--- src/rtl/bsg_cgol_pkg.sv ---
// Shared types and sizing helpers for the CGoL accelerator input stage.
package bsg_cgol_pkg;

  typedef enum logic [1:0] {
    eFRAMES = 2'd0,
    eBOARD  = 2'd1,
    eFULL   = 2'd2
  } deser_state_e;

  // Width of a counter or index that must hold values 0..n-1, never narrower than one bit.
  function automatic int safe_clog2(input int n);
    return (n <= 1) ? 1 : $clog2(n);
  endfunction

  function automatic int cgol_words(input int board_width, input int data_width);
    return (board_width * board_width + data_width - 1) / data_width;
  endfunction

endpackage

--- src/rtl/bsg_cgol_word_counter.sv ---
// Board-word index: clears when a new descriptor starts, counts accepted words and
// saturates at the last word so it never wraps.
module bsg_cgol_word_counter #(
  parameter int words_p = 1,
  parameter int width_p = 1
) (
  input  logic               clk_i,
  input  logic               reset_i,
  input  logic               clear_i,
  input  logic               up_i,
  output logic [width_p-1:0] count_o,
  output logic               is_last_o
);

  localparam logic [width_p-1:0] last_lp = width_p'(words_p - 1);

  logic [width_p-1:0] count_d, count_q;

  // Next count: clear has priority over increment.
  always_comb begin
    count_d = count_q;
    if (clear_i) begin
      count_d = {width_p{1'b0}};
    end else if (up_i && !is_last_o) begin
      count_d = count_q + width_p'(1);
    end else begin
      count_d = count_q;
    end
  end

  always_ff @(posedge clk_i or negedge reset_i) begin
    if (!reset_i) begin
      count_q <= {width_p{1'b0}};
    end else begin
      count_q <= count_d;
    end
  end

  assign count_o   = count_q;
  assign is_last_o = (count_q == last_lp);

endmodule

--- src/rtl/bsg_cgol_input_deser.sv ---
// Deserialises one frames word plus the board words into a single descriptor.
// Optional BSG_CGOL_DESER_BYPASS_EN lets the next frames word be taken during handoff.
module bsg_cgol_input_deser
  import bsg_cgol_pkg::*;
#(
  parameter  int board_width_p     = 8,
  parameter  int max_game_length_p = 1024,
  parameter  int data_width_p      = 64,
  localparam int board_bits_lp     = board_width_p * board_width_p,
  localparam int game_len_width_lp = safe_clog2(max_game_length_p)
) (
  input  logic                         clk_i,
  input  logic                         reset_i,
  input  logic [data_width_p-1:0]      data_i,
  input  logic                         v_i,
  output logic                         ready_o,
  output logic [board_bits_lp-1:0]     board_o,
  output logic [game_len_width_lp-1:0] frames_o,
  output logic                         v_o,
  input  logic                         ready_i
);

  localparam int words_lp     = cgol_words(board_width_p, data_width_p);
  localparam int cnt_width_lp = safe_clog2(words_lp);

  deser_state_e                 state_d, state_q;
  logic [game_len_width_lp-1:0] frames_d, frames_q;
  logic [board_bits_lp-1:0]     board_d, board_q;
  logic                         v_d, v_q;
  logic                         link_xfer_s;
  logic                         cnt_clear_s, cnt_up_s;
  logic [cnt_width_lp-1:0]      cnt_s;
  logic                         cnt_last_s;

  bsg_cgol_word_counter #(
    .words_p (words_lp),
    .width_p (cnt_width_lp)
  ) word_counter (
    .clk_i     (clk_i),
    .reset_i   (reset_i),
    .clear_i   (cnt_clear_s),
    .up_i      (cnt_up_s),
    .count_o   (cnt_s),
    .is_last_o (cnt_last_s)
  );

  // Link readiness depends only on state (and downstream ready in bypass builds).
  always_comb begin
    ready_o = 1'b1;
    case (state_q)
      eFRAMES: ready_o = 1'b1;
      eBOARD:  ready_o = 1'b1;
`ifdef BSG_CGOL_DESER_BYPASS_EN
      eFULL:   ready_o = ready_i;
`else
      eFULL:   ready_o = 1'b0;
`endif
      default: ready_o = 1'b1;
    endcase
  end

  assign link_xfer_s = v_i & ready_o;

  // Next state, frames capture and board-word placement.
  always_comb begin
    state_d     = state_q;
    frames_d    = frames_q;
    board_d     = board_q;
    cnt_clear_s = 1'b0;
    cnt_up_s    = 1'b0;
    case (state_q)
      eFRAMES: begin
        if (link_xfer_s) begin
          frames_d    = data_i[game_len_width_lp-1:0];
          cnt_clear_s = 1'b1;
          state_d     = eBOARD;
        end else begin
          state_d = eFRAMES;
        end
      end
      eBOARD: begin
        if (link_xfer_s) begin
          // Bits beyond the board edge in the final word have no destination and drop out.
          for (int i = 0; i < board_bits_lp; i++) begin
            if (cnt_s == cnt_width_lp'(i / data_width_p)) begin
              board_d[i] = data_i[i % data_width_p];
            end else begin
              board_d[i] = board_q[i];
            end
          end
          if (cnt_last_s) begin
            state_d = eFULL;
          end else begin
            cnt_up_s = 1'b1;
            state_d  = eBOARD;
          end
        end else begin
          state_d = eBOARD;
        end
      end
      eFULL: begin
        if (ready_i) begin
          state_d = eFRAMES;
          if (link_xfer_s) begin
            frames_d    = data_i[game_len_width_lp-1:0];
            cnt_clear_s = 1'b1;
            state_d     = eBOARD;
          end else begin
            frames_d = frames_q;
          end
        end else begin
          state_d = eFULL;
        end
      end
      default: begin
        state_d = eFRAMES;
      end
    endcase
    v_d = (state_d == eFULL);
  end

  always_ff @(posedge clk_i or negedge reset_i) begin
    if (!reset_i) begin
      state_q  <= eFRAMES;
      frames_q <= {game_len_width_lp{1'b0}};
      board_q  <= {board_bits_lp{1'b0}};
      v_q      <= 1'b0;
    end else begin
      state_q  <= state_d;
      frames_q <= frames_d;
      board_q  <= board_d;
      v_q      <= v_d;
    end
  end

  assign v_o      = v_q;
  assign board_o  = board_q;
  assign frames_o = frames_q;

endmodule

--- config.mk ---
export PLATFORM = sky130hd
export DESIGN_NAME = bsg_cgol_input_deser
export DESIGN_NICKNAME = d
export VERILOG_FILES = /design/src/rtl/bsg_cgol_pkg.sv /design/src/rtl/bsg_cgol_word_counter.sv /design/src/rtl/bsg_cgol_input_deser.sv
export SDC_FILE = /design/constraint.sdc
export NUM_CORES = 1
export LEC_CHECK = 0
export ABC_AREA = 1
export CORE_ASPECT_RATIO = 1.5
export CORE_MARGIN = 2
export CORE_UTILIZATION = 40
export CTS_CLUSTER_DIAMETER = 50
export DETAILED_ROUTE_END_ITERATION = 7
export HOLD_SLACK_MARGIN = 0.03
export PLACE_DENSITY = 0.88
export SLEW_MARGIN = 5
export SYNTH_ARGS = -nofsm -noshare
export SYNTH_HDL_FRONTEND = slang
export SYNTH_HIERARCHICAL = 1
export SYNTH_SLANG_ARGS = --single-unit
--- constraint.sdc ---
create_clock -name clk_i -period 1.8 [get_ports clk_i]
set_input_delay 0.54 -clock clk_i [delete_from_list [all_inputs] [get_ports clk_i]]
set_output_delay 0.54 -clock clk_i [all_outputs]
set_load 0.02 [all_outputs]
# == After elaboration in Yosys (flattened, before gate mapping) ==
# Cells that the tools add are included.
# W data, S select, Z words.
# op_classes
mux,17
reduce_logical,6
n_bitwise,2
eq_ne,4
n_addsub,1
# op_table
operator,count
$mux W10,2
$pmux W10 S2,1
$mux W1,9
$mux W2,3
$pmux W2 S3,1
$eq A2 B2 Y1 const B,2
$reduce_bool A2 Y1,2
$reduce_and A3 Y1,1
$eq A2 B1 Y1 const B,1
$logic_not A2 Y1,1
$ne A2 B2 Y1 const B,1
$pmux W1 S2,1
$reduce_and A2 Y1,1
$add A1 B1 Y1 const B,1
$and A1 B1 Y1,1
$logic_and A1 B1 Y1,1
$not A1 Y1,1
# word_totals
reg_bits,78
input_bits,68
output_inout_bits,76

# == Depth between registers and ports, before layout ==
# Gate-level depths: netlist (run 1).
# logic_depth
word_depth,8
ltp_mapped,7

# == Modules after synthesis ==
# The synthesis (run 1) kept the hierarchy.
# modules_own_cells
module,seq_area_each_um2,n_inst,cells_each,area_each_um2
bsg_cgol_input_deser,1926.8,1,340,3111.7
bsg_cgol_word_counter,25.0,1,5,42.5

# == Worst setup path after synthesis (run 1) ==
# Ideal clock, no wire load.
# synth_timing
path_kind,register to output
startpoint,register state_q[0]
endpoint,output ready_o
t_required_ns,1.260
slack_ns,0.352
path_stages_with_launch,4
path_buffers,1
arrival_time_ns,0.908
cell_sequence,dfrtp_1 -> inv_2 -> clkbuf_1 -> nand2_1
# synth_between
elab_chain_cells,2
# synth_lines
element,line_no,text
start: declaration,bsg_cgol_input_deser.sv:26,"deser_state_e state_d, state_q;"
start signal: assignment,bsg_cgol_input_deser.sv:124,state_q <= eFRAMES;
start signal: assignment,bsg_cgol_input_deser.sv:129,state_q <= state_d;
$eq A2 B2 Y1,bsg_cgol_input_deser.sv:50,case (state_q)
$mux W1,bsg_cgol_input_deser.sv:50,
end: declaration,bsg_cgol_input_deser.sv:16,"output logic ready_o,"
# Every way passes these cells.

# == Worst setup path in the final report (run 1) ==
# layout_timing
startpoint,register state_q[1]
endpoint,output ready_o
# Same word-level chain as after synthesis.

==> impl_metrics.toml, run 1 <==
[final_layout]
layout_commonest_cell = "nand2_1"
num_antenna_cells = 0
fin_nets = 560
layout_common_cells = "153 x nand2_1, 78 x dfrtp_1, 76 x dlygate4sd2_1, 66 x clkdlybuf4s50_1, 65 x nand3_1"
drive_gt1_share_pct = 8.25
seq_area_um2 = 1950
multi_input_area_um2 = 1020
syn2layout_area_growth_pct = 56.5
n_fill_cell = 669

[floorplanning]
rows = 39
die-area_um2 = 8630
die_w_um = 76.5
design.portCount = 144
die_h_um = 113
core_um2 = 7610
start_util_pct = 41.4

[global_routing]
grt_max_degree = 34
grt_pass1_wl_mm = 14.6
overflow = 0
antenna_found_initial = 0
grt_usage_pct = 21.4
grt_pass1_vias = 3028

[worst_setup_path]
crit_fanout = 2
reg2reg_setup_slack_ns = 0.29
required_ns = 1.26
end_kind = "output port"
path_class = "reg -> out"
reg2reg_from = "state_q[1]"
start_kind = "flop"
worstPathArrival_ns = 1.12
ff2ff_path_depth = 6
timing.rr.end = "board_o[43]"

[clocking]
hold_buffers = 0
cts_tree = "yes"
cts_buffers = 9
htree_levels = 3
path_clk_slew_ns = 0.06
cts_sinks = 78
root_buffer = "clkbuf_16"
clock_path_buffers = 2
insertion_delay_ns = 0.32

[power_and_ir_drop]
ir_drop_mv = 1.02
p_leak_nw = 2.64
powerDensity_nw_per_um2 = 1730
power_mw = 8.56

[route]
drt_iter0_markers = 134
vias_per_cell = 4.87
route.detailed.drc = 0
ant_nets = 0
wl_per_cell_um = 14.7
dr.pass1.iters = 6
vias = 2918
wirelength_mm = 8.79

[sta]
whs_ns = 0.133
relSlewSlack_pct = 72.5
period_minus_slack_ns = 1.66
period_share_pct = 92.3
setup_viol = 0
skew_ns = 0.00546
hold_viol_final = 0
rsz0062_at_grt = "no"
slew_violations = 0
tightest_slew_ns = 0.412
max_freq_mhz = 602

[synth]
synth.largest_area_cell = "dfrtp_1"
synth_fp_nets = 413
seq_area_frac_synth_pct = 61.9
synth_area_um2 = 3150
synth_area_per_cell_um2 = 9.14
synth_cell_types = 16
yosys_warnings = 6
synthTopCellsByArea = "dfrtp_1 62%, nand2_1 18%, nand3_1 10%"
synth_top_area_share_pct = 61.9
ys_ff_latch = 78
synth_cells = 345

[placed_design]
io_buffers = 143
place_congestion = 0.853
hpwl_mm = 6.64

[min_path]
worstHoldPathType = "in -> async"

[run]
cap_violations = 0

[outcome]
outcome = "completed"
-- worst max-delay path by stage --
stage                          start     endpoint  depth (start not counted)
final                     state_q[1]      ready_o                          2
after floorplan           state_q[0]      ready_o                          3
after CTS                 state_q[1]      ready_o                          2
after global placement           v_i  board_o[47]                          7
after detailed placement         v_i  board_o[43]                          7
after global routing      state_q[1]      ready_o                          2
-- stage by stage --
step | cell area [um^2] | util (%) | instances | setup slack [ns] | TNS, ns
after CTS | 4940 | 64.8 | 599 | 0.121 | 0
after global placement | 4740 | 62.3 | 583 | 0.00563 | 0
final | 4940 | 64.8 | 599 | 0.138 | 0
after global routing | 4940 | 64.8 | 599 | 0.0784 | 0
after detailed placement | 4740 | 62.3 | 583 | -0.0349 | -0.561
after floorplan | 3150 | - | 345 | 0.352 | 0
-- per-layer routing --
| metal | routed length, um | vias up | GRT usage [%] |
|---|---|---|---|
| li1 | - | 1402 | - |
| met1 | 3330 | 1371 | 23.7 |
| met2 | 4700 | 129 | 38.7 |
| met3 | 532 | 16 | 5.18 |
| met4 | 233 | 0 | 9.94 |
| met5 | 0 | - | 0 |
-- synthesized netlist by cell type --
master	instances
nand2_2	1
buf_2	12
nor3_1	1
nand3_1	65
dfrtp_1	78
buf_6	7
inv_2	3
nor2_4	1
nand4_1	10
clkbuf_1	4
nor2_2	2
inv_1	4
nand2_1	153
o21ai_1	2
buf_4	1
nand3b_1	1
-- cell families after synthesis --
| group | after synthesis | share of synthesized area [%] |
|---|---|---|
| AOI/OAI and AO/OA | 2 | 0.317 |
| buffers and inverters | 31 | 5.95 |
| DFF | 78 | 61.9 |
| and+or+nand+nor | 234 | 31.9 |
-- power by group --
group	internal (mW)	switching [mW]	leakage (nW)	total (mW)
clock	1.04	0.648	0.148	1.68
combinational	1.45	2.44	1.52	3.89
sequential	2.56	0.421	0.974	2.98
total	5.05	3.50	2.64	8.56
-- cell type report --
class | count | area share (%)
clock inverters | 4 | 0.406
well taps | 102 | 2.59
repair buffers | 160 | 30.9
flip-flops and latches | 78 | 39.5
multi-input cells | 236 | 20.7
clock buffers | 12 | 5.40
inverters | 7 | 0.532
-- sequential cells by signal, indices dropped and copies added (netlist names) --
register,cells
board_o,64
word_counter/count_o,1
v_o,1
frames_o,10
state_q,2
-- critical path, cell delays in order, from the launching register on --
cell	delay [ns]
dfrtp_1	0.39
nand2_1	0.07
dlygate4sd2_1	0.35
-- timing repair --
action	CTS	global route
setup endpoints to repair	76	0
setup buffers	0	0
gates resized for setup	76	0
(Power assumes the default switching activity.)
==> run 2, diff against run 1 <==
--- a/config.mk
+++ b/config.mk
@@ -13,6 +13,7 @@
 export DETAILED_ROUTE_END_ITERATION = 7
 export HOLD_SLACK_MARGIN = 0.03
 export PLACE_DENSITY = 0.88
+export SETUP_SLACK_MARGIN = 0.15
 export SLEW_MARGIN = 5
 export SYNTH_ARGS = -nofsm -noshare
 export SYNTH_HDL_FRONTEND = slang
==> run 2 against run 1 <==
Die area unchanged. Global-route usage unchanged. Largest cell class unchanged. Worst hold slack about the same. Final cell count unchanged.
==> impl_metrics.toml, run 2 (synthesized netlist as in run 1, its figures left out) <==
[global_routing]
grt_pass1_vias = 3028
grt_max_degree = 34
met3_usage_pct = 5.18
grt_pass1_wl_mm = 14.6
met1_usage_pct = 23.7
grt_use_met2_pct = 38.7
busiest_layer = "met2"
antenna_found_initial = 0
grt_usage_pct = 21.4
overflow = 0

[sta]
hold_viol_final = 0
skew_ns = 0.00546
period_share_pct = 89.0
rsz0062_at_grt = "no"
relSlewSlack_pct = 72.5
slew_violations = 0
whs_ns = 0.133
max_freq_mhz = 625
period_minus_slack_ns = 1.60
setup_viol = 0
tightest_slew_ns = 0.412

[power_and_ir_drop]
p_leak_nw = 2.64
power_mw = 8.55
powerDensity_nw_per_um2 = 1730
ir_drop_mv = 1.02

[floorplanning]
die-area_um2 = 8630
die_h_um = 113
design.portCount = 144
start_util_pct = 41.4
die_w_um = 76.5
core_um2 = 7610
rows = 39

[clocking]
cts_tree = "yes"
clock_path_buffers = 2
hold_buffers = 0
htree_levels = 3
cts_sinks = 78
root_buffer = "clkbuf_16"
insertion_delay_ns = 0.32
cts_buffers = 9
path_clk_slew_ns = 0.06

[route]
wirelength_mm = 8.79
drt_iter0_markers = 134
ant_nets = 0
dr.pass1.iters = 6
vias = 2918
wl_per_cell_um = 14.7
route.detailed.drc = 0
vias_per_cell = 4.87

[worst_setup_path]
worst-path-buf-inv = 1
slowest_delay_ns = 0.37
reg2reg_setup_slack_ns = 0.29
end_kind = "output port"
crit_cells = 1
reg2reg_from = "state_q[1]"
worstPathCellList = "dlygate4sd2_1"
crit_fanout = 2
start_kind = "flop"
ff2ff_path_depth = 6
required_ns = 1.26
timing.rr.end = "board_o[43]"
crit_family = "flip-flops"
worstPathArrival_ns = 1.06
path_class = "reg -> out"
crit_path_top_delay_cell = "dfrtp_1"

[final_layout]
layout_common_cells = "153 x nand2_1, 78 x dfrtp_1, 75 x dlygate4sd2_1, 66 x clkdlybuf4s50_1, 65 x nand3_1"
drive_gt1_share_pct = 8.45
fin_cells = 599
layout_commonest_cell = "nand2_1"
utilization_pct = 64.8
largest_reg_flops = 64
fin_nets = 560
num_antenna_cells = 0
syn2layout_area_growth_pct = 56.4

[placed_design]
io_buffers = 143
dp_cells = 583
place_congestion = 0.853
hpwl_mm = 6.64

[run]
cap_violations = 0

[outcome]
outcome = "completed"

[min_path]
worstHoldPathType = "in -> async"
-- run 2: repair_timing --
| action | in CTS | in global routing |
|---|---|---|
| setup endpoints to repair | 76 | 1 |
| buffers inserted | 0 | 0 |
| gates cloned | 0 | 0 |
| resized for setup | 76 | 2 |
| hold endpoints to repair | 0 | 0 |
-- run 2: final cells by class --
class	count	area (um^2)
clock buffer	12	267
inverter	7	26.3
clock inverter	4	20.0
timing repair buffer	160	1520
tap	102	128
multi-input combinational	236	1020
fill	669	2680
sequential	78	1950
-- run 2: through the flow --
step,setup TNS [ns],instance area (um^2),setup WS [ns]
floorplan,0,3150,0.352
global placement,0,4740,0.00563
detailed placement,-0.561,4740,-0.0349
CTS,0,4940,0.121
global route,0,4930,0.160
finish,0,4930,0.199
-- run 2: worst reg2reg max path, cell delays in order (launching register included) --
cell     delay (ns)
dfrtp_1        0.39
buf_4          0.16
nor2_4         0.35
nand2_2        0.16
buf_12         0.21
nand2_1        0.08
nand2_1        0.06
-- run 2: report_power, final --
| part | switching [mW] | internal, mW |
|---|---|---|
| logic | 2.44 | 1.45 |
| clock network | 0.648 | 1.04 |
| registers | 0.421 | 2.56 |
-- run 2: worst max-delay path by stage --
stage / startpoint / to / slack (ns)
after floorplan: state_q[0] / ready_o / 0.35
after global placement: v_i / board_o[47] / 0.006
after detailed placement: v_i / board_o[43] / -0.03
after CTS: state_q[1] / ready_o / 0.12
after global routing: board_o[15] / board_o[15] / 0.16
final: board_o[15] / board_o[15] / 0.20
-- run 2: routing by layer --
layer  vias up  routed length [um]
li1       1402                   -
met1      1371                3330
met2       129                4700
met3        16                 530
met4         0                 233
met5         -                   0
==> run 3, diff against run 2 <==
--- a/config.mk
+++ b/config.mk
@@ -10,6 +10,7 @@
 export CORE_MARGIN = 2
 export CORE_UTILIZATION = 40
 export CTS_CLUSTER_DIAMETER = 50
+export CTS_CLUSTER_SIZE = 24
 export DETAILED_ROUTE_END_ITERATION = 7
 export HOLD_SLACK_MARGIN = 0.03
 export PLACE_DENSITY = 0.88
==> results of run 3 <==
Final layout, timing and power as in run 2 (identical DEF).
